`config.mk`:
```
export PLATFORM = sky130hd
export DESIGN_NAME = foo_array_deserializer_flat
export DESIGN_NICKNAME = d
export VERILOG_FILES = /design/src/rtl/foo_array_deserializer_if.sv /design/src/rtl/foo_array_deserializer.sv /design/src/flat_wrapper.sv
export SDC_FILE = /design/constraint.sdc
export NUM_CORES = 1
export LEC_CHECK = 0
export ABC_CLOCK_PERIOD_IN_PS = 1600
export BUFFER_PORTS_ARGS = -buffer_cell sky130_fd_sc_hd__buf_2
export CAP_MARGIN = 40
export CORE_MARGIN = 5
export CORE_UTILIZATION = 30
export DETAILED_ROUTE_END_ITERATION = 6
export GPL_ROUTABILITY_DRIVEN = 1
export PLACE_DENSITY_LB_ADDON = 0.05
export SETUP_SLACK_MARGIN = 0.3
export SLEW_MARGIN = 20
export SYNTH_ARGS = -nofsm -noshare
export SYNTH_HDL_FRONTEND = slang
export SYNTH_SLANG_ARGS = --single-unit
export TNS_END_PERCENT = 30
```
`constraint.sdc`:
```
create_clock -name clk -period 1.6 [get_ports clk]
set_clock_uncertainty 0.15 [all_clocks]
set_input_delay 0.48 -clock clk [delete_from_list [all_inputs] [get_ports clk]]
set_output_delay 0.48 -clock clk [all_outputs]
set_load 0.01 [all_outputs]
```
`src/rtl/foo_array_deserializer_if.sv`:
```
// Element-stream / packed-word bundle shared by the foo array deserializer and its neighbours.
// The slave modport is the deserializer's view; the master modport is the stream source/word sink.
interface foo_array_deserializer_if #(
    parameter int N_ELEM = 4,
    parameter int ELEM_W = 1,
    parameter int CNT_W  = $clog2(N_ELEM + 1)
);
    logic                     in_valid;
    logic                     in_ready;
    logic [ELEM_W-1:0]        in_elem;
    logic                     in_last;
    logic                     out_valid;
    logic                     out_ready;
    logic [N_ELEM*ELEM_W-1:0] out_data;
    logic [CNT_W-1:0]         out_count;
    logic                     out_short;

    modport master (
        output in_valid, in_elem, in_last, out_ready,
        input  in_ready, out_valid, out_data, out_count, out_short
    );

    modport slave (
        input  in_valid, in_elem, in_last, out_ready,
        output in_ready, out_valid, out_data, out_count, out_short
    );
endinterface

```
`src/rtl/foo_array_deserializer.sv`:
```
// Collects a serial stream of foo elements into one packed word (element k at [k*ELEM_W +: ELEM_W]).
// Words close after N_ELEM elements or early on in_last; one element per cycle across word boundaries.
module foo_array_deserializer #(
    parameter int N_ELEM = 4,
    parameter int ELEM_W = 1,
    parameter int CNT_W  = $clog2(N_ELEM + 1)
) (
    input  logic                     clk,
    input  logic                     rst,
    foo_array_deserializer_if.slave  bus
);
    localparam int DW = N_ELEM * ELEM_W;

    localparam logic [0:0] S_FILL = 1'b0;
    localparam logic [0:0] S_HOLD = 1'b1;

    logic [0:0]       r_state;
    logic [CNT_W-1:0] r_idx;
    logic [DW-1:0]    r_buf;
    logic             r_out_valid;
    logic [DW-1:0]    r_out_data;
    logic [CNT_W-1:0] r_out_count;
    logic             r_out_short;

    logic          w_in_ready;
    logic          w_accept;
    logic          w_consume;
    logic          w_last_slot;
    logic [DW-1:0] w_buf_wr;
    logic [DW-1:0] w_first_word;

    // HOLD can take a new element only in the cycle the held word leaves.
    assign w_in_ready  = !rst && ((r_state == S_FILL) || bus.out_ready);
    assign w_accept    = bus.in_valid && w_in_ready;
    assign w_consume   = r_out_valid && bus.out_ready;
    assign w_last_slot = (r_idx == CNT_W'(N_ELEM - 1));

    // NOTE: every always_comb output gets a default first so no latch is inferred.
    always_comb begin
        w_buf_wr = r_buf;
        for (int k = 0; k < N_ELEM; k++) begin
            if (r_idx == CNT_W'(k)) begin
                w_buf_wr[k*ELEM_W +: ELEM_W] = bus.in_elem;
            end
        end
    end

    always_comb begin
        w_first_word           = '0;
        w_first_word[ELEM_W-1:0] = bus.in_elem;
    end

    // NOTE: state uses non-blocking assignments so every flop samples pre-edge values.
    always_ff @(posedge clk or posedge rst) begin
        if (rst) begin
            r_state     <= S_FILL;
            r_idx       <= '0;
            r_buf       <= '0;
            r_out_valid <= 1'b0;
            r_out_data  <= '0;
            r_out_count <= '0;
            r_out_short <= 1'b0;
        end else begin
            case (r_state)
                S_FILL: begin
                    if (w_accept) begin
                        r_buf <= w_buf_wr;
                        r_idx <= r_idx + CNT_W'(1);
                        if (w_last_slot || bus.in_last) begin
                            r_state     <= S_HOLD;
                            r_out_valid <= 1'b1;
                            r_out_data  <= w_buf_wr;
                            r_out_count <= r_idx + CNT_W'(1);
                            r_out_short <= bus.in_last && !w_last_slot;
                        end
                    end
                end
                S_HOLD: begin
                    if (w_consume) begin
                        if (w_accept) begin
                            // First element of the next word lands in slot 0; older slots are wiped.
                            r_buf <= w_first_word;
                            r_idx <= CNT_W'(1);
                            if (bus.in_last) begin
                                r_out_data  <= w_first_word;
                                r_out_count <= CNT_W'(1);
                                r_out_short <= 1'b1;
                            end else begin
                                r_state     <= S_FILL;
                                r_out_valid <= 1'b0;
                            end
                        end else begin
                            r_state     <= S_FILL;
                            r_idx       <= '0;
                            r_buf       <= '0;
                            r_out_valid <= 1'b0;
                        end
                    end
                end
                default: begin
                    r_state <= S_FILL;
                end
            endcase
        end
    end

    assign bus.in_ready  = w_in_ready;
    assign bus.out_valid = r_out_valid;
    assign bus.out_data  = r_out_data;
    assign bus.out_count = r_out_count;
    assign bus.out_short = r_out_short;
endmodule

```
`src/flat_wrapper.sv`:
```
// flat-port wrapper written by rule: the top's interface ports become plain ports
module foo_array_deserializer_flat 
#(
    parameter int N_ELEM = 4,
    parameter int ELEM_W = 1,
    parameter int CNT_W  = $clog2(N_ELEM + 1)
)
  (clk, rst, bus_in_valid, bus_in_elem, bus_in_last, bus_out_ready, bus_in_ready, bus_out_valid, bus_out_data, bus_out_count, bus_out_short);
  foo_array_deserializer_if #(.N_ELEM(N_ELEM), .ELEM_W(ELEM_W), .CNT_W(CNT_W)) bus_i ();
  input  logic clk;
  input  logic rst;
  input wire logic [$bits(bus_i.in_valid)-1:0] bus_in_valid;
  input wire logic [$bits(bus_i.in_elem)-1:0] bus_in_elem;
  input wire logic [$bits(bus_i.in_last)-1:0] bus_in_last;
  input wire logic [$bits(bus_i.out_ready)-1:0] bus_out_ready;
  output wire logic [$bits(bus_i.in_ready)-1:0] bus_in_ready;
  output wire logic [$bits(bus_i.out_valid)-1:0] bus_out_valid;
  output wire logic [$bits(bus_i.out_data)-1:0] bus_out_data;
  output wire logic [$bits(bus_i.out_count)-1:0] bus_out_count;
  output wire logic [$bits(bus_i.out_short)-1:0] bus_out_short;
  assign bus_i.in_valid = bus_in_valid;
  assign bus_i.in_elem = bus_in_elem;
  assign bus_i.in_last = bus_in_last;
  assign bus_i.out_ready = bus_out_ready;
  assign bus_in_ready = bus_i.in_ready;
  assign bus_out_valid = bus_i.out_valid;
  assign bus_out_data = bus_i.out_data;
  assign bus_out_count = bus_i.out_count;
  assign bus_out_short = bus_i.out_short;
  foo_array_deserializer #(.N_ELEM(N_ELEM), .ELEM_W(ELEM_W), .CNT_W(CNT_W)) u_core (.clk(clk), .rst(rst), .bus(bus_i));
endmodule
```
==> qor_table.md <==
| Item | This run | Unit |
|:---|:---|:---|
| Number of global-route vias before repair | 843 | - |
| TNS Setup | -0.142 | ns |
| Worst setup EP type | output pin | - |
| Most area-consuming cells after synthesis | sky130_fd_sc_hd__dfrtp_1, sky130_fd_sc_hd__mux2i_1, sky130_fd_sc_hd__ha_1, sky130_fd_sc_hd__o211ai_1, sky130_fd_sc_hd__o21a_1 | - |
| CTS Root Cell | sky130_fd_sc_hd__clkbuf_4 | - |
| Max_slew headroom | 0.812 | - |
| Post-synthesis mux area share | 0.119 | - |
| Power per unit of standard cell area | 1420 | nW/um2 |
| Largest family of logic cells by synthesized area | compound AO/OA/AOI/OAI gates | - |
| Status | complete, but fails checks | - |
| Share of synthesized cell area in and, or, nand and nor gates | 0.139 | - |
| Instance count of the mapped netlist | 93 | - |
| CTS max path bufs | 2 | - |
| Number of antenna violations at the first check in global routing | 0 | - |
| TritonCTS clock tree | built | - |
| Final worst-path cycle share | 1.04 | - |
| Number of port buffers | 15 | - |
| Maximum VDD drop | 0.000556 | V |
| Compound-Gate Fraction of Synth Area | 0.209 | - |
| Post-layout minimum cycle time | 1.67 | ns |
| Number of clock buffers inserted by TritonCTS | 3 | - |
| Maximum operating frequency | 599 | MHz |
| Syn Std Cell Area | 1020 | um2 |
| Die ar. | 4650 | um2 |
| Synth unique cells | 33 | - |
| Initial core utilization | 0.307 | - |
| Class of the worst hold path | in2async | - |
| Number of cells after detailed placement | 165 | - |
| Routability cong. | 0.743 | - |
| Per-cell via count in the routed design | 5.01 | - |
| Setup slack of the most critical reg-to-reg path | -0.04 | ns |
| Later-pin clock latency in the skew report | 0.30 | ns |
| Max capacitance violation total | 0 | - |
| FFs w/ async S/R, synth | 1.00 | - |
| Syn Nets | 104 | - |
| Worst-Margin Slew | 0.281 | ns |
| Tot GR Track Use | 0.127 | - |
| Number of hold violations in the final report | 0 | - |
| Mean cell area of the mapped netlist | 10.9 | um2 |
| Setup Slack @ Placement | -0.0588 | ns |
| Post-synth EDFFs | 0 | - |
| Worst path arrival time | 1.04 | ns |
| Floorplan row count | 21 | - |
| Kind of critical path | reg2out | - |
| Clock transition time at the flip-flop clock pins of the worst setup and hold paths | 0.10 | ns |
| Final routed wire length divided by cell count | 15.2 | um |
| DRT iter0 DRCs | 42 | - |
| Routed vias | 872 | - |
| Fraction of final layout cells sized beyond drive strength 1 | 0.547 | - |
| Synthesis-to-finish area growth | 51.2 | % |
| Number of nets in the finished design | 140 | - |
| Leakage Power | 0.664 | nW |
| Length of the first detailed-routing pass in iterations | 4 | - |
| Number of ports placed on the die boundary | 16 | - |
| Wirelength, routed | 2650 | um |
| Number of fill cells in the layout | 329 | - |
| Post-layout util | 0.464 | - |
| Smallest setup slack after layout | -0.0682 | ns |
| Largest area contributor in the synthesized netlist | sky130_fd_sc_hd__dfrtp_1 | - |
| Cell depth of the worst flop-to-flop path | 6 | - |
| Failing checks | negative setup slack | - |
| Total number of H-tree levels | 1 | - |
| Synthesized-area fraction occupied by xor and xnor cells | 0 | - |
| Final non-filler cell total | 174 | - |
| Critical-path maximum fanout | 2 | - |
| Post-synthesis share of cell area spent on full adders, half adders and majority gates | 0.0616 | - |
| Launch point of the critical path | u_core.r_state | - |
| Worst flop-to-flop path startpoint | u_core.r_idx[0] | - |
| Antenna Nets Post-Route | 0 | - |
| Die Y | 68.2 | um |
| Top cells by instance count after synthesis | sky130_fd_sc_hd__dfrtp_1, sky130_fd_sc_hd__mux2i_1, sky130_fd_sc_hd__inv_1, sky130_fd_sc_hd__o211ai_1, sky130_fd_sc_hd__o21a_1 | - |
| Yosys warning total | 0 | - |
| Largest net degree at the start of global routing | 18 | - |
| Library cell with the highest instance count after synthesis | sky130_fd_sc_hd__dfrtp_1 | - |
| # DRC | 0 | - |
| Flops & latches, synth | 17 | - |
| Chip width | 68.2 | um |
| First-pass GRT wire length | 4220 | um |
| Yosys top cell area share | 0.419 | - |
| Number of antenna cells inserted | 0 | - |
| Final setup violation count | 5 | - |
| Sum of overflow across all layers after global routing | 0 | - |
| Predominant post-synthesis flop cell | sky130_fd_sc_hd__dfrtp_1 | - |
| Half-perimeter wire length of the detailed placement result | 1940 | um |
| Slew Viols, Final | 0 | - |
| CTS sink count | 17 | - |
| Startpoint type of the worst setup path | flop | - |
| Required arrival time at the worst endpoint | 0.97 | ns |
| Setup repair after global routing missed its margin | yes | - |
| Sequential cell area fraction in the yosys report | 0.419 | - |
| Area inside the core boundary | 3310 | um2 |
## final timing paths
path	to
min in group clk	u_core.r_buf[3]
min reg2reg	u_core.r_buf[3]
max	bus_in_ready
max in group asynchronous	u_core.bus.out_valid
max reg2reg	u_core.bus.out_count[2]
min	u_core.bus.out_short
## placed cells by master (no fill, tap or decap), drive strengths merged
cell,synthesis,routed
nand2,2,2
nor3b,1,1
inv,7,6
o31a,1,1
nor4b,1,1
mux2,3,3
a21o,1,1
or3,1,1
o21ai,4,4
and4bb,1,1
or2,1,1
o21bai,1,1
o31ai,4,4
ha,5,5
nand3b,1,1
nor2b,2,2
a22oi,1,1
buf,4,35
mux2i,8,8
clkbuf,0,4
nand2b,3,3
a21boi,1,1
o211ai,6,6
a2bb2oi,1,1
a21oi,2,2
clkinvlp,0,1
nor2,4,4
nand3,3,3
dfrtp,17,17
nand4bb,1,1
o21a,6,6
## power breakdown
part	switching (W)	total [W]	internal, W
sequential	0.000110	0.000687	0.000577
clock	0.000144	0.000242	0.0000971
combinational	0.000566	0.00125	0.000682
total	0.000820	0.00218	0.00136
## per-stage QoR
| stage | cell area [um2] | power, W | hold slack (ns) |
|---|---|---|---|
| after floorplan | 1050 | 0.00119 | 0.168 |
| final | 1540 | 0.00218 | 0.108 |
| after detailed placement | 1260 | 0.00152 | 0.317 |
| after CTS | 1400 | 0.00194 | 0.105 |
| after global placement | 1260 | 0.00153 | 0.315 |
| after global routing | 1540 | 0.00231 | 0.122 |
## sequential cells by signal (all words and copies together), names as in the netlist
signal                flops
u_core.r_buf              4
u_core.r_state            1
u_core.bus.out_data       4
u_core.bus.out_valid      1
u_core.r_idx              3
u_core.bus.out_count      3
u_core.bus.out_short      1
## worst max-delay path, cell delays in order (launching register included)
cell,delay [ns]
sky130_fd_sc_hd__dfrtp_2,0.43
sky130_fd_sc_hd__inv_2,0.06
sky130_fd_sc_hd__o21a_1,0.12
sky130_fd_sc_hd__buf_2,0.13
## per-layer routing
layer  global-route usage  vias to the layer above  share of wire
met1                0.164                      433           0.46
met2                0.201                       23           0.47
met3               0.0394                        4          0.058
met5                    0                        -              0
met4               0.0447                        0          0.012
li1                     -                      412              -
## what timing repair did
item,in CTS,in global routing
setup endpoints to repair,27,27
resized for setup,23,22
hold buffers,0,0
pin swaps,3,6
hold endpoints to repair,0,0
setup buffers,4,1
## cells by family (layout without fill, tap and decap cells)
logic type / after synthesis / in the layout
AOI/OAI and AO/OA: 28 / 28
and+or+nand+nor: 21 / 21
DFF: 17 / 17
muxes: 11 / 11
buffers and inverters: 11 / 46
adders and majority gates: 5 / 5
## cell type report
cell class	count	area [um2]	area share
Clock buffer	4	26.3	0.0171
Inverter	7	40.0	0.0261
Multi-Input combinational cell	65	722	0.470
Sequential cell	17	428	0.279
Tap cell	46	57.6	0.0375
Timing Repair Buffer	35	263	0.171
No activity file was read; power rests on OpenSTA's default activity.
